### src/rtl/serial_magnitude_comparator.sv
// Bit-serial MSB-first magnitude comparator producing one-hot gt/eq/lt flags.
// Define SIGNED_COMPARE_EN to treat operands as two's complement instead of unsigned.
module serial_magnitude_comparator #(
    parameter int WIDTH = 8
) (
    input  logic clk,
    input  logic rst_n,
    input  logic start,
    input  logic bit_valid,
    input  logic a_bit,
    input  logic b_bit,
    output logic busy,
    output logic done,
    output logic a_gt_b,
    output logic a_eq_b,
    output logic a_lt_b
);

    localparam int CNT_W = $clog2(WIDTH + 1);
    localparam logic [CNT_W-1:0] LAST_IDX = CNT_W'(WIDTH - 1);

    typedef enum logic [1:0] {
        ST_IDLE  = 2'd0,
        ST_SHIFT = 2'd1,
        ST_DONE  = 2'd2
    } state_e;

    state_e           state_q, state_d;
    logic [CNT_W-1:0] cnt_q, cnt_d;
    logic             decided_q, decided_d;
    logic             gt_int_q, gt_int_d;
    logic             gt_q, gt_d;
    logic             eq_q, eq_d;
    logic             lt_q, lt_d;
    logic             mismatch_gt;

`ifdef SIGNED_COMPARE_EN
    // A set sign bit makes an operand smaller, so an MSB mismatch favours the operand with b's bit.
    assign mismatch_gt = (cnt_q == '0) ? b_bit : a_bit;
`else
    assign mismatch_gt = a_bit;
`endif

    // NOTE: every variable driven here gets a default first, otherwise a latch is inferred.
    always_comb begin
        state_d   = state_q;
        cnt_d     = cnt_q;
        decided_d = decided_q;
        gt_int_d  = gt_int_q;
        gt_d      = gt_q;
        eq_d      = eq_q;
        lt_d      = lt_q;

        case (state_q)
            ST_IDLE: begin
                if (start) begin
                    state_d   = ST_SHIFT;
                    cnt_d     = '0;
                    decided_d = 1'b0;
                end
            end

            ST_SHIFT: begin
                if (bit_valid) begin
                    cnt_d = cnt_q + CNT_W'(1);
                    if (!decided_q && (a_bit != b_bit)) begin
                        decided_d = 1'b1;
                        gt_int_d  = mismatch_gt;
                    end
                    // Result registers use this cycle's decision so the last bit can still decide.
                    if (cnt_q == LAST_IDX) begin
                        state_d = ST_DONE;
                        eq_d    = ~decided_d;
                        gt_d    = decided_d & gt_int_d;
                        lt_d    = decided_d & ~gt_int_d;
                    end
                end
            end

            ST_DONE: begin
                if (start) begin
                    state_d   = ST_SHIFT;
                    cnt_d     = '0;
                    decided_d = 1'b0;
                end else begin
                    state_d = ST_IDLE;
                end
            end

            default: state_d = ST_IDLE;
        endcase
    end

    // NOTE: sequential state uses non-blocking assignments so all registers update together.
    always_ff @(posedge clk or negedge rst_n) begin
        if (!rst_n) begin
            state_q   <= ST_IDLE;
            cnt_q     <= '0;
            decided_q <= 1'b0;
            gt_int_q  <= 1'b0;
            gt_q      <= 1'b0;
            eq_q      <= 1'b0;
            lt_q      <= 1'b0;
        end else begin
            state_q   <= state_d;
            cnt_q     <= cnt_d;
            decided_q <= decided_d;
            gt_int_q  <= gt_int_d;
            gt_q      <= gt_d;
            eq_q      <= eq_d;
            lt_q      <= lt_d;
        end
    end

    assign busy   = (state_q == ST_SHIFT);
    assign done   = (state_q == ST_DONE);
    assign a_gt_b = gt_q;
    assign a_eq_b = eq_q;
    assign a_lt_b = lt_q;

endmodule
### config.mk
export PLATFORM = sky130hd
export DESIGN_NAME = serial_magnitude_comparator
export DESIGN_NICKNAME = d
export VERILOG_FILES = /design/src/rtl/serial_magnitude_comparator.sv
export SDC_FILE = /design/constraint.sdc
export NUM_CORES = 1
export LEC_CHECK = 0
export CORE_AREA = 2 2 39 41
export CTS_BUF_LIST = sky130_fd_sc_hd__clkbuf_4 sky130_fd_sc_hd__clkbuf_8 sky130_fd_sc_hd__clkbuf_16
export DETAILED_ROUTE_END_ITERATION = 16
export DIE_AREA = 0 0 41 43
export PLACE_DENSITY_LB_ADDON = 0.15
export REMOVE_ABC_BUFFERS = 1
export SYNTH_ARGS = -nofsm -noshare
export SYNTH_HDL_FRONTEND = slang
export SYNTH_SLANG_ARGS = --single-unit
### constraint.sdc
create_clock -name clk -period 3.59 [get_ports clk]
set_input_delay 0.5385 -clock clk [delete_from_list [all_inputs] [get_ports clk]]
set_output_delay 0.5385 -clock clk [all_outputs]
set_load 0.02 [all_outputs]
# Yosys cells after proc, flatten, opt, wreduce, memory -nomap -nowiden
# Cells that the tools add are included.
# classes
div_mod_pow	0
multipliers	0
bitwise	4
n_addsub	1
n_mux	17
magnitude_cmp	0
n_eq_ne	8
reduce_logical	9
shifts	0
# ops
op	count
$mux W1	9
$reduce_and A3 Y1	3
$mux W4	2
$pmux W4 S2	1
$mux W2	3
$pmux W2 S3	1
$add A4 B1 Y4 const B	1
$eq A4 B3 Y1 const B	1
$ne A2 B1 Y1 const B	2
$ne A2 B2 Y1 const B	2
$and A1 B1 Y1	2
$eq A2 B1 Y1 const B	1
$eq A2 B2 Y1 const B	1
$logic_not A2 Y1	1
$not A1 Y1	2
$pmux W1 S2	1
$reduce_and A2 Y1	1
$reduce_bool A2 Y1	1
$reduce_or A2 Y1	1
$logic_and A1 B1 Y1	1
$logic_not A1 Y1	1
$ne A1 B1 Y1	1
# word_totals
output_inout_bits	5
mem_bits_rw	0
latchBits	0
memories	0
elab_cells	46
rom_bits	0
register_bits	11

# Logic depth before layout (Yosys ltp)
# depth
word_depth	7
mapped_depth	4

# Least setup slack after synthesis
# No wires, ideal clock.
# synth_path
kind	reg2out
startpoint	reg state_q[1]
endpoint	out busy
arrival_time_ns	0.750
setup_slack_ns	2.301
path_stages_with_launch	3
required_ns	3.052
cell_sequence	dfrtp_1 nand2b_1 inv_1
# synth_between
elab_chain_len	1
# synth_rtl
element	line_no	rtl
start: declaration	28	state_e state_q, state_d;
start signal: assignment	105	state_q <= state_d;
$eq A2 B1 Y1	115	assign busy = (state_q == ST_SHIFT);
end: declaration	12	output logic busy,
# No other way between the ends.

# Worst setup path in the final report
# Same ends and word-level chain as after synthesis.

==> flow_summary.json <==
{
  "coreArea_sq_um": 1380,
  "globalplace.congestion": 0.682,
  "status": "finished clean",
  "insertion_delay_ns": 0.26,
  "dr.pass1.iters": 2,
  "synthArstFlopShare": 1.00,
  "wl_met1_um": 473,
  "crit_start": "state_q[1]",
  "maxUsedRoutingLayer": "met4",
  "diodes": 0,
  "cts_resized": 0,
  "cp-end-kind": "output pin",
  "start_util": 0.393,
  "drc": 0,
  "met2_length_um": 444,
  "hold_buffers": 0,
  "overflow": 0,
  "cpPeakStageDelay_ns": 0.60,
  "cp_max_fo": 4,
  "worstPathArrival_ns": 1.58,
  "synth_top_flop_cell": "dfrtp_1",
  "drv_cap": 0,
  "max_slew_margin": 0.677,
  "cp-start-kind": "flop",
  "port_buffers": 10,
  "cts_tree": "yes",
  "slew_violations": 0,
  "post-place-ws_ns": 1.76,
  "hpwl_um": 703,
  "reg2reg_setup_slack_ns": 2.25,
  "final_cell_area_sq_um": 694,
  "clockBufferDepth": 2,
  "avgSynthCellArea_sq_um": 11.1,
  "syn_to_final_growth_pct": 27.6,
  "synth_area_sq_um": 544,
  "grt_setup_unrepaired": "false",
  "hold_path_class": "flop to flop",
  "grt_start_max_net_pins": 12,
  "finalSetupViolations": 0,
  "drt.antenna.violating_nets": 0,
  "antenna_found_initial": 0,
  "fin_tns_setup_ns": 0,
  "ys_ff_latch": 11,
  "ys_warn_count": 0,
  "cts_root_buffer": "clkbuf_4",
  "grt_pass1_wl_mm": 1.61,
  "post_cts_buffers": 0,
  "drive_above_1_share": 0.127,
  "cts-htree-levels": 1,
  "dieArea_sq_um": 1760,
  "clock.fmax_mhz": 472,
  "powerDensity_nw_per_um2": 719,
  "fp.dieH_um": 43,
  "min_period_ns": 2.12,
  "dieWidth_um": 41,
  "vias": 396,
  "ys_types": 23,
  "skew_ns": 0.000306,
  "routed_via_density": 5.01,
  "post-synth-top-area-cell": "dfrtp_1",
  "synth.top_cell.area_share": 0.506,
  "num_rows": 14,
  "io_pins": 11,
  "crit_type": "flop to output pin",
  "fin_util": 0.502,
  "hold_viol": 0,
  "required_ns": 3.05,
  "wl_per_cell_um": 12.2,
  "cts_buffers": 3,
  "leakagePower_uw": 0.000341,
  "cp.buffers_inverters": 2,
  "crit_slowest_cell": "clkdlybuf4s50_1",
  "post_dp_cell_area_sq_um": 664,
  "grt_use_total": 0.138,
  "yosys-top-cells-area": "dfrtp_1 (51%), mux2i_1 (5.5%), nand2_1 (5.5%), nand4b_4 (4.4%), o21ai_0 (2.8%)",
  "synth_edf_count": 0,
  "cp_top_family": "buffers and inverters",
  "timing.rr.start": "cnt_q[0]",
  "grt_pass1_vias": 380,
  "clock_sinks": 11,
  "wl_met3_um": 39,
  "tightestPinTransition_ns": 0.483,
  "hp-start": "cnt_q[3]",
  "ys_seq_area_frac": 0.506,
  "clkTransAtPathRegs_ns": 0.06,
  "ir_worst_vdd_mv": 0.364,
  "cp_cell_sequence": "nand2b_1, inv_1, clkdlybuf4s50_1",
  "setup_ws_ns": 1.47,
  "fin_crit_sh": 0.590,
  "finalNetCount": 71,
  "totalWireLength_um": 961,
  "drt_iter0_drc": 6,
  "synth_cells": 49
}
-- synth_stat cells, types with 2 or more instances --
| cell type | instances |
|---|---|
| nand2_1 | 8 |
| inv_1 | 3 |
| nand2b_1 | 2 |
| mux2i_1 | 3 |
| o21ai_0 | 3 |
| nand3_1 | 2 |
| dfrtp_1 | 11 |
| a21oi_1 | 2 |
-- metal layers --
layer	up-vias	global-route usage
met5	-	0
met4	0	0.0800
met3	2	0.0314
met2	8	0.194
met1	182	0.188
li1	204	-
-- cell families (layout without fill, tap and decap cells) --
kind of cell	count (synthesis)	in the layout	share of synthesized area
fa+ha+maj	1	1	0.0230
simple gates	20	20	0.251
compound gates	9	9	0.101
buf+inv	3	17	0.0207
flops	11	11	0.506
xor+xnor	1	1	0.0161
mux	4	4	0.0828
-- worst paths after layout --
check | cells after the start | to
max in group asynchronous | 1 | cnt_q[2]
min reg2reg | 1 | cnt_q[3]
min | 1 | cnt_q[3]
max | 3 | busy
max reg2reg | 4 | a_lt_b
min in group asynchronous | 1 | a_lt_b
-- stage by stage --
step / cells / power [uW] / hold WS, ns
finish: 79 / 499 / 0.498
global route: 79 / 545 / 0.526
CTS: 79 / 506 / 0.507
detailed placement: 75 / 413 / 0.496
global placement: 75 / 413 / 0.489
floorplan: 49 / 339 / 0.243
-- layout by cell type (no fill, tap or decap) --
cell / instances
a21oi_1: 2
mux2_4: 1
nand3_1: 2
inv_1: 3
o31ai_1: 1
or3b_1: 1
a31oi_1: 1
nor2_4: 1
o41ai_1: 1
o21ai_0: 3
nand4_1: 1
nand4b_4: 1
xor2_1: 1
nor3b_1: 1
mux2i_1: 3
a21boi_0: 1
dfrtp_1: 11
nand3b_1: 1
clkdlybuf4s50_1: 10
nand2_1: 8
and3b_4: 1
clkbuf_4: 4
nand2b_1: 2
nor2b_1: 1
ha_1: 1
-- final cells by class --
cell class	instances	area (sq um)
flip-flops and latches	11	275
clock buffers	4	30.0
repair buffers	10	100
multi-input cells	35	258
fillers	128	689
inverters	3	11.3
well taps	16	20.0
-- report_power, final --
group / total (uW) / internal [uW] / switching, uW
combinational: 191 / 93.8 / 97.2
sequential: 220 / 172 / 48.1
clock: 88.1 / 50.5 / 37.6
-- sequential cells by signal (all words and copies together) (netlist names) --
name and flops:
a_eq_b 1, a_gt_b 1, a_lt_b 1, cnt_q 4
decided_q 1, gt_int_q 1, state_q 2
-- worst reg2reg max path, stage by stage, from the launching register on --
cell	delay, ns
dfrtp_1	0.40
ha_1	0.23
nand4b_4	0.15
nor2_4	0.14
mux2_4	0.31
Note: power is estimated with default switching activity, not from simulation.
